$ cat config.mk
export PLATFORM = sky130hd
export DESIGN_NAME = fifo_rd_stream_adapter
export DESIGN_NICKNAME = d
export VERILOG_FILES = /design/src/rtl/fifo_pkg.sv /design/src/rtl/fifo_rd_stream_adapter.sv
export SDC_FILE = /design/constraint.sdc
export NUM_CORES = 1
export LEC_CHECK = 0
export CAP_MARGIN = 20
export CORE_MARGIN = 2
export CORE_UTILIZATION = 53
export DETAILED_ROUTE_END_ITERATION = 16
export PLACE_DENSITY_LB_ADDON = 0.05
export SKIP_CTS_REPAIR_TIMING = 1
export SLEW_MARGIN = 0
export SYNTH_ARGS = -nofsm -noshare
export SYNTH_HDL_FRONTEND = slang
export SYNTH_SLANG_ARGS = --single-unit
$ cat constraint.sdc
create_clock -name rclk -period 2.7 [get_ports rclk]
set_clock_uncertainty 0.1 [all_clocks]
set_input_delay 0.54 -clock rclk [delete_from_list [all_inputs] [get_ports rclk]]
set_output_delay 0.54 -clock rclk [all_outputs]
set_load 0.01 [all_outputs]
$ cat src/rtl/fifo_pkg.sv
// Shared types for the FIFO read-side stream adapter: skid buffer states and depth.
package fifo_pkg;

    typedef enum logic [1:0] {
        EMPTY = 2'd0,
        ONE   = 2'd1,
        TWO   = 2'd2
    } buf_state_e;

    localparam int SKID_DEPTH = 2;

    function automatic logic [1:0] occ_of(input buf_state_e s);
        case (s)
            ONE:     return 2'd1;
            TWO:     return 2'd2;
            default: return 2'd0;
        endcase
    endfunction

endpackage

$ cat src/rtl/fifo_rd_stream_adapter.sv
// Pops the async FIFO into a registered 2-entry skid buffer driving a valid/ready stream; rempty-fall to m_valid is 1 cycle (rd_lat=0) or 2 (rd_lat=1).
// Back-pressure: at most two words held, popping stops once buffered plus in-flight words reach two; no word is dropped or duplicated.
module fifo_rd_stream_adapter
    import fifo_pkg::*;
#(
    parameter int dw     = 8,
    parameter int rd_lat = 0,
    parameter int cw     = 16
) (
    input  logic          rclk,
    input  logic          rrst_n,
    input  logic          rempty,
    input  logic [dw-1:0] rdata,
    output logic          rinc,
    output logic          m_valid,
    input  logic          m_ready,
    output logic [dw-1:0] m_data,
    output logic [cw-1:0] rd_count
);

    buf_state_e    r_state;
    logic [dw-1:0] r_head;
    logic [dw-1:0] r_tail;
    logic          r_valid;
    logic [cw-1:0] r_count;
    logic          r_inflight;

    logic [1:0]    w_occ;
    logic [2:0]    w_level;
    logic          w_acc;
    logic          w_pop_ok;
    logic          w_cap;

    assign w_occ    = occ_of(r_state);
    assign w_acc    = r_valid & m_ready;
    assign w_level  = {1'b0, w_occ} + {2'b00, r_inflight} - {2'b00, w_acc};
    assign w_pop_ok = ~rempty & (w_level < 3'(SKID_DEPTH));
    // Reset only gates the output; the flops below are held by the async reset anyway.
    assign rinc     = rrst_n & w_pop_ok;

    generate
        if (rd_lat == 0) begin : g_lat0
            assign r_inflight = 1'b0;
            assign w_cap      = w_pop_ok;
        end else begin : g_lat1
            always_ff @(posedge rclk or negedge rrst_n) begin
                if (!rrst_n) begin
                    r_inflight <= 1'b0;
                end else begin
                    r_inflight <= w_pop_ok;
                end
            end
            assign w_cap = r_inflight;
        end
    endgenerate

    always_ff @(posedge rclk or negedge rrst_n) begin
        if (!rrst_n) begin
            r_state <= EMPTY;
            r_head  <= '0;
            r_tail  <= '0;
            r_valid <= 1'b0;
            r_count <= '0;
        end else begin
            if (w_acc) begin
                r_count <= r_count + cw'(1);
            end
            case (r_state)
                EMPTY: begin
                    if (w_cap) begin
                        r_head  <= rdata;
                        r_state <= ONE;
                        r_valid <= 1'b1;
                    end
                end
                ONE: begin
                    if (w_cap && w_acc) begin
                        r_head <= rdata;
                    end else if (w_cap) begin
                        r_tail  <= rdata;
                        r_state <= TWO;
                    end else if (w_acc) begin
                        r_state <= EMPTY;
                        r_valid <= 1'b0;
                    end
                end
                TWO: begin
                    // A capture here only happens alongside an accept (rd_lat=0 refill).
                    if (w_acc) begin
                        r_head <= r_tail;
                        if (w_cap) begin
                            r_tail <= rdata;
                        end else begin
                            r_state <= ONE;
                        end
                    end
                end
                default: begin
                    r_state <= EMPTY;
                    r_valid <= 1'b0;
                end
            endcase
        end
    end

    assign m_valid  = r_valid;
    assign m_data   = r_head;
    assign rd_count = r_count;

    a_no_overflow: assert property (@(posedge rclk) disable iff (!rrst_n)
        w_cap |-> ((w_occ != 2'd2) || w_acc));
    a_stall_stable: assert property (@(posedge rclk) disable iff (!rrst_n)
        (m_valid && !m_ready) |=> (m_valid && $stable(m_data)));
    a_no_pop_empty: assert property (@(posedge rclk) disable iff (!rrst_n)
        rinc |-> !rempty);

endmodule

==> results of run 1 <==
-- cells in the mapped netlist --
cell type | n | area share (%)
dfrtp_1 | 35 | 54
mux2_2 | 18 | 12
xnor2_1 | 13 | 7.0
nand2_1 | 10 | 2.3
nand3_1 | 6 | 1.8
mux2_4 | 5 | 4.6
nand4_1 | 5 | 1.9
nor2_1 | 5 | 1.2
o21ai_0 | 4 | 1.2
inv_1 | 3 | 0.69
nand2_2 | 3 | 1.2
xor2_1 | 3 | 1.6
and3_1 | 2 | 0.77
buf_6 | 2 | 1.4
nand3b_1 | 2 | 0.92
nor2b_1 | 2 | 0.77
nor3_1 | 2 | 0.62
a2111oi_2 | 1 | 0.92
a21oi_1 | 1 | 0.31
a21oi_4 | 1 | 1.0
and2_1 | 1 | 0.39
buf_2 | 1 | 0.31
ha_1 | 1 | 0.77
mux2_1 | 1 | 0.69
nor3b_1 | 1 | 0.46
o21ai_1 | 1 | 0.31
or3_1 | 1 | 0.39
-- cells by family after synthesis --
kind of cell	share of synthesized area [%]
AND/OR/NAND/NOR	12.71
flip-flops	53.93
multiplexers	17.80
XOR/XNOR	8.629
AO/OA/AOI/OAI	3.774
buffers and inverters	2.388
adder cells (fa/ha/maj)	0.7703
-- critical path, cell delays in order --
cell and delay (ns):
clkdlybuf4s50_1 0.43, nand2_2 0.11, nor3_1 0.07, a2111oi_2 0.32
dlymetal6s2s_1 0.20
-- report_power, final --
part	leakage (nW)	internal (mW)	switching (mW)	total, mW
clock network	0.0386	0.153	0.167	0.320
registers	0.439	0.710	0.140	0.850
logic	0.441	0.506	0.320	0.826
total	0.919	1.37	0.627	2.00
-- layout make-up --
class	count	share of cell area [%]
flip-flops and latches	35	41.18
multi-input cells	89	33.47
repair buffers	43	19.65
clock buffers	8	3.235
well taps	33	1.941
inverters	3	0.5294
-- registers in the layout, summed over array words and instances, names as in the netlist --
signal,flops
m_valid,1
m_data,8
r_state,2
r_tail,8
rd_count,16
-- per-stage QoR --
stage                     util [%]  power [mW]   TNS [ns]
after floorplan                  -       1.356          0
after global placement       68.95       1.658  -0.002727
after detailed placement     68.95       1.699  -0.006395
after CTS                    71.26       2.017   -0.02257
after global routing         71.43       2.143          0
final                        71.43       1.996          0
-- per-layer routing --
| layer | GRT usage, % | vias up | part of all wire (%) |
|---|---|---|---|
| li1 | - | 544 | - |
| met1 | 21.32 | 563 | 41 |
| met2 | 34.69 | 32 | 52 |
| met3 | 7.424 | 5 | 5.9 |
| met4 | 6.818 | 0 | 1.5 |
| met5 | 0 | - | 0 |
-- how the worst max path moves through the flow --
stage	to	cells past startpoint	start	slack, ns
2_1_floorplan	rinc	5	r_state[0]	0.76
3_3_place_gp	rinc	5	m_ready	-0.003
3_5_place_dp	rinc	5	m_ready	-0.006
4_1_cts	rinc	5	m_ready	-0.02
5_1_grt	rinc	5	m_ready	0.29
6_report	rinc	5	m_ready	0.39
==> results_dict.tcl, run 1 <==
set metrics [dict create \
    run_status "finished clean" \
    powerDensity_nw_per_um2 938.3 \
    hold_depth 1 \
    clock_path_buffers 2 \
    yosysWarnings 0 \
    cp-end-kind "output pin" \
    numCtsBuffers 5 \
    overflow 0 \
    ff2ff_path_depth 5 \
    clk_latency_ns 0.33 \
    worst_pin_slew_ns 0.4936 \
    path_class "in -> out" \
    synth_seq_cells 35 \
    wl_per_cell_um 13.62 \
    h-tree-depth 2 \
    drive_gt1_share_pct 23.60 \
    die_h_um 59.36 \
    grt_setup_unrepaired "false" \
    initial_core_util_pct 54.54 \
    portBuffers 37 \
    area_delta_synth_final_pct 30.97 \
    placedCellCount 203 \
    pin_count 38 \
    avgSynthCellArea_um2 12.49 \
    hold_viol 0 \
    min_to "rd_count[15]" \
    grt_pass1_vias 1175 \
    core-area_um2 2978 \
    avgViaCountPerCell 5.422 \
    start_kind "input port" \
    r2r_slack_ns 0.82 \
    final_area_um2 2127 \
    path_clk_slew_ns 0.11 \
    layoutNonFillerInstCount 211 \
    r2r_end "r_tail[1]" \
    netlist_area_um2 1624 \
    r2r-start "r_state[1]" \
    hp-class "reg -> reg" \
    dieArea_um2 3523 \
    clockRootBuffer "clkbuf_4" \
    synth_cells 130 \
    crit_fanout 4 \
    grt_max_degree 36 \
    relSlewSlack_pct 66.97 \
    drtAntennaViolNets 0 \
    ys_types 27 \
    finalMaxSlewViolations 0 \
    gp_congestion 0.7659 \
    max_freq_mhz 433.6 \
    antenna_found_initial 0 \
    vias 1144 \
    post-place-ws_ns -0.006395 \
    min_from "rd_count[15]" \
    period_needed_ns 2.306 \
    hpwl_um 2137 \
    mostFrequentLayoutCells "clkdlybuf4s50_1 (36), dfrtp_1 (35), mux2_2 (18)" \
    dr.first_iter.drc_count 32 \
    nFillCells 231 \
    regArea_um2 875.8 \
    drv_cap 0 \
    placed_area_um2 2053 \
    diodes 0 \
    arrival_ns 1.67 \
    worst_slack_ns 0.3936 \
    cts_sinks 35 \
    layout_commonest_cell "clkdlybuf4s50_1" \
    die_w_um 59.36 \
    cts_tree "done" \
    fin_nets 190 \
    grt_usage_pct 19.63 \
    required_ns 2.06 \
    p_leak_nw 0.9189 \
    rows 20 \
    firstDrtPassIters 4 \
    synthesis.nets 143 \
    ir_drop_mv 0.5213 \
    seq_area_frac_synth_pct 53.93 \
    setup_viol 0 \
    period_share_pct 85.42 \
    multi_input_area_um2 711.9 \
    grt_pass1_wl_um 5043 \
    whs_ns 0.3740 \
    drt_wl_total_um 2874 \
    route.detailed.drc 0 \
]
Power figures use the tool's default switching activity.
==> run 2: changes to the inputs <==
- SLEW_MARGIN: 0 -> unset
==> results of run 2 <==
Same layout as run 1: the final DEF is identical, and so are final timing and power.
==> edit 1 (config.mk and constraints of run 1) <==
Set the parameter `rd_lat` to 1 (it was 0). Comments in the files are not updated.
--- a/src/rtl/fifo_rd_stream_adapter.sv
+++ b/src/rtl/fifo_rd_stream_adapter.sv
@@ -4,7 +4,7 @@
     import fifo_pkg::*;
 #(
     parameter int dw     = 8,
-    parameter int rd_lat = 0,
+    parameter int rd_lat = 1,
     parameter int cw     = 16
 ) (
     input  logic          rclk,
Check against the original RTL: not equivalent (a bounded check fails within 4 cycles, from zero or initial values and one cycle with rrst_n low).
==> edit 1 against run 1 <==
  * Power rose by 7.8%
  * Die area grew 2.7%
  * Highest routed layer unchanged
  * Cell area increased by 5.4%
  * Setup slack worse by 0.43 ns
  * Largest cell class unchanged
  * Wire length increased by 16%
  * Sequential cell count increased by 1
  * Hold slack lost 0.0017 ns
  * Area after synthesis up 2.9%
  * Register-to-register slack worse by 0.05 ns
  * Global-route usage up 1.2 points
  * Maximum frequency is 16% lower
  * The run now ends with negative setup slack left
==> edit 1: results (changes against run 1) <==
| Metric | Value |
|---|---|
| DR WL met3 | 135 um (was 170 um) |
| Final worst slack | -0.0360 ns (was 0.394 ns) |
| Largest net degree at the start of global routing | 37 (was 36) |
| Arrival time worst endpoint | 2.10 ns (was 1.67 ns) |
| Failing checks | negative setup slack |
| HP Class | register to register (unchanged) |
| Layout cells sized above 1 | 0.243 (was 0.236) |
| Final Wtd Congestion | 0.768 (was 0.766) |
| Via density | 5.12 (was 5.42) |
| First-pass GRT wire length | 5.53 mm (was 5.04 mm) |
| Outcome | complete, but fails checks (was finished, final reports clean) |
| Top post-synthesis cells by area | dfrtp_1, mux2_2, nand2_1 (was dfrtp_1, mux2_2, xnor2_1) |
| Lkg Pwr | 1.02 nW (was 0.919 nW) |
| Critical path peak fanout | 3 (was 4) |
| Antenna violations before repair | 0 (unchanged) |
| Post-Synthesis Cells | 152 (was 130) |
| Max VDD drop | 706 uV (was 521 uV) |
| Final HPWL DP | 2.42 mm (was 2.14 mm) |
| Total GRT Usage | 0.208 (was 0.196) |
| Slew @ Worst Pin | 0.478 ns (was 0.494 ns) |
| WHS Path Cells | 1 (unchanged) |
| CP max stage delay | 0.52 ns (was 0.43 ns) |
| Nets@finish | 219 (was 190) |
| Sequential share of the synthesized area | 0.539 (about the same) |
| Cell variety after synth | 33 (was 27) |
| Syn_nets | 166 (was 143) |
| Setup violators final | 1 (was 0) |
| CP top delay family | simple AND/OR/NAND/NOR gates (was buffers and inverters) |
| Number of port buffers | 37 (unchanged) |
| Setup TNS | -0.0360 ns (was 0 ns) |
| Clock buffer depth | 2 (unchanged) |
| Die ar. | 0.00362 sq mm (was 0.00352 sq mm) |
| Flop2flop setup slack | 0.77 ns (was 0.82 ns) |
| Met2 wire len | 1.73 mm (was 1.49 mm) |
| Drt initial violations | 39 (was 32) |
| Placed Cells incl. Taps | 242 (was 203) |
| Critical path's slowest cell | fa_2 (was clkdlybuf4s50_1) |
| Worst reg-to-reg path cell count | 6 (was 5) |
| Root buf cell | clkbuf_4 (unchanged) |
| Highest metal layer with signal wires | met4 (unchanged) |
| Wirelength, routed | 3.33 mm (was 2.87 mm) |
| Synth cell count leaders | dfrtp_1, nand2_1, mux2_2 (was dfrtp_1, mux2_2, xnor2_1) |
| Worst-path clk slew | 0.11 ns (about the same) |
| Clk_lat worst skew | 0.33 ns (about the same) |
| Number of flip-flops under the largest register name | 16 (unchanged) |
| Synth warn | 0 (unchanged) |
| Number of global-route vias before repair | 1267 (was 1175) |
| Met1 Routed Length | 1.41 mm (was 1.17 mm) |
| Wirelength per Cell | 13.3 um (was 13.6 um) |
==> edit 1: worst register-to-register path: cells and delay by family (launching register included) <==
kind | cells | cell delay (ns)
muxes | 1 | 0.38
buffers and inverters | 2 | 0.23
and+or+nand+nor | 1 | 0.16
DFF | 1 | 0.40
AOI/OAI and AO/OA | 2 | 0.55
==> edit 1: area by class of cell <==
cell class / instances / area [sq um]
Fill cell: 229 / 787
Clock buffer: 7 / 55.1
Multi-Input combinational cell: 109 / 749
Inverter: 4 / 15.0
Clock inverter: 1 / 7.51
Timing Repair Buffer: 49 / 458
Tap cell: 44 / 55.1
Sequential cell: 36 / 901
==> edit 1: worst paths after layout <==
kind / from / endpoint
max in group asynchronous: rrst_n / rd_count[3]
min: rd_count[15] / rd_count[15]
min reg2reg: rd_count[15] / rd_count[15]
min in group asynchronous: rrst_n / m_data[5]
max reg2reg: r_state[0] / m_data[6]
max: r_state[1] / rinc
==> edit 1: through the flow <==
step | worst slack [ns] | hold slack, ns | util | instance area (sq um)
detailed placement | -0.783 | 0.356 | 0.715 | 2170
global placement | -0.747 | 0.356 | 0.715 | 2170
finish | -0.0360 | 0.372 | 0.740 | 2240
global route | -0.118 | 0.381 | 0.740 | 2240
CTS | -0.803 | 0.374 | 0.736 | 2230
floorplan | 0.225 | 0.144 | - | 1670
==> edit 1: cells by family after synthesis <==
group	Yosys count	share of synthesized area
simple gates	64	0.184
flops	36	0.539
xor+xnor	16	0.0839
mux	16	0.108
compound gates	11	0.0442
buf+inv	7	0.0210
fa+ha+maj	2	0.0195
==> edit 1: where the power goes <==
group          leakage [nW]  switching (mW)  internal, mW
clock                0.0315           0.177         0.128
sequential            0.455           0.145         0.734
combinational         0.535           0.411         0.558
==> edit 1: per-layer routing <==
layer | GRT usage | up-vias
li1 | - | 616
met1 | 0.249 | 621
met2 | 0.354 | 35
met3 | 0.0498 | 8
met4 | 0.0889 | 0
met5 | 0 | -
==> edit 2 (settings of run 1) <==
Made on the original files. Put one more register stage on the output `rd_count`, cleared by the reset. The value now appears one clock later. The other outputs are not delayed to match.
--- a/src/rtl/fifo_rd_stream_adapter.sv
+++ b/src/rtl/fifo_rd_stream_adapter.sv
@@ -105,7 +105,13 @@
 
     assign m_valid  = r_valid;
     assign m_data   = r_head;
-    assign rd_count = r_count;
+    always_ff @(posedge rclk or negedge rrst_n) begin
+        if (!rrst_n) begin
+            rd_count <= '0;
+        end else begin
+            rd_count <= r_count;
+        end
+    end
 
     a_no_overflow: assert property (@(posedge rclk) disable iff (!rrst_n)
         w_cap |-> ((w_occ != 2'd2) || w_acc));
Formal check against the unedited RTL: not equivalent (a bounded check fails within 4 cycles, from zero or initial values and one cycle with rrst_n low).
==> edit 2 against run 1 <==
  * Power increased by 23%
  * Setup slack got worse by 0.016 ns
  * Via count increased by 9.0%
  * Die area increased by 23%
  * Area after synthesis increased by 24%
  * Sequential cell count increased by 16
  * Cell area increased by 21%
  * First-iteration DRC count increased to 3.5 times the old value
  * Wire length increased by 19%
  * Core utilization decreased by 0.85 points
==> edit 2: results (changes against run 1) <==
| Metric | Value |
|---|---|
| Nets@finish | 210 (was 190) |
| Drt initial violations | 112 (was 32) |
| Total GRT Usage | 0.191 (was 0.196) |
| CP max stage delay | 0.46 ns (was 0.43 ns) |
| Area post-placement | 0.00247 sq mm (was 0.00205 sq mm) |
| Lkg Pwr | 1.15 nW (was 0.919 nW) |
| Slew @ Worst Pin | 0.607 ns (was 0.494 ns) |
| Wirelength, routed | 3.43 mm (was 2.87 mm) |
| Worst-path clk slew | 0.09 ns (was 0.11 ns) |
| Met3 usage in global routing | 0.0479 (was 0.0742) |
| Synth cell count leaders | dfrtp_1, mux2_2, nand2_1 (was dfrtp_1, mux2_2, xnor2_1) |
| Max VDD drop | 618 uV (was 521 uV) |
| CP top delay family | buffers and inverters (unchanged) |
| Layout cells sized above 1 | 0.237 (was 0.236) |
| First-pass GRT wire length | 6.02 mm (was 5.04 mm) |
| Final Non-Filler Cells | 246 (was 211) |
| Largest net degree at the start of global routing | 52 (was 36) |
| Root buf cell | clkbuf_8 (was clkbuf_4) |
| Top post-synthesis cells by area | dfrtp_1, mux2_2, xnor2_1 (unchanged) |
| Outcome | finished, final reports clean (unchanged) |
| Setup violators final | 0 (unchanged) |
| Sequential share of the synthesized area | 0.632 (was 0.539) |
| Via density | 5.07 (was 5.42) |
| GRT met2 Usage | 0.328 (was 0.347) |
| Placed Cells incl. Taps | 238 (was 203) |
| Final Wtd Congestion | 0.732 (was 0.766) |
| Syn_nets | 163 (was 143) |
| Clk_lat worst skew | 0.31 ns (was 0.33 ns) |
| M1 GR Usage | 0.220 (was 0.213) |
| HP Class | primary input to async pin (was register to register) |
| Post-Synthesis Cells | 150 (was 130) |
edit 2: changes by cell type in the layout (fill, tap and decap cells not counted), moves of 2 or more:
| cell | before | now |
|---|---|---|
| nand4_1 | 5 | 1 |
| nand2_2 | 3 | 0 |
| clkbuf_8 | 2 | 7 |
| nor3_2 | 0 | 2 |
| xor2_1 | 3 | 7 |
| mux2_4 | 5 | 0 |
| clkbuf_4 | 5 | 0 |
| xnor2_1 | 13 | 9 |
| inv_1 | 3 | 5 |
| mux2_2 | 18 | 24 |
| dfrtp_1 | 35 | 51 |
edit 2: routing by layer:
layer  part of all wire  wire length [um]
met1               0.41              1410
met4              0.022                76
met5                  0                 0
met3              0.048               163
met2               0.52              1780
edit 2: layout make-up:
type                            count  area [sq um]
Clock buffer                        7          96.3
Clock inverter                      1          7.51
Fill cell                         283          1080
Timing Repair Buffer               43           413
Multi-Input combinational cell     91           712
Tap cell                           48          60.1
Sequential cell                    51          1280
Inverter                            5          18.8
edit 2: power breakdown:
| group | internal, mW | total (mW) | switching (mW) |
|---|---|---|---|
| Sequential | 0.994 | 1.15 | 0.157 |
| Combinational | 0.504 | 0.836 | 0.332 |
| Clock | 0.233 | 0.471 | 0.238 |
edit 2: stage by stage:
stage	hold WS [ns]	setup WS, ns
after CTS	0.259	-0.140
after detailed placement	0.266	-0.0790
final	0.234	0.378
after floorplan	0.144	0.492
after global routing	0.288	0.225
after global placement	0.260	-0.0375
edit 2: worst paths after layout:
path | from | end | slack, ns
min reg2reg | r_count[14] | rd_count[14] | 0.28
max | m_ready | rinc | 0.38
max reg2reg | r_state[1] | m_data[6] | 0.90
max in group asynchronous | rrst_n | m_data[0] | 1.84
min | rrst_n | r_count[2] | 0.23
min in group rclk | r_count[14] | rd_count[14] | 0.28
edit 2: kinds of logic (layout without fill, tap and decap cells):
kind of cell / after synthesis / after routing / share of synthesized area
DFF: 51 / 51 / 0.632
and+or+nand+nor: 42 / 42 / 0.115
muxes: 24 / 24 / 0.134
xor gates and xnor gates: 16 / 16 / 0.0694
AOI/OAI and AO/OA: 8 / 8 / 0.0273
buffers and inverters: 8 / 56 / 0.0167
adders and majority gates: 1 / 1 / 0.00619
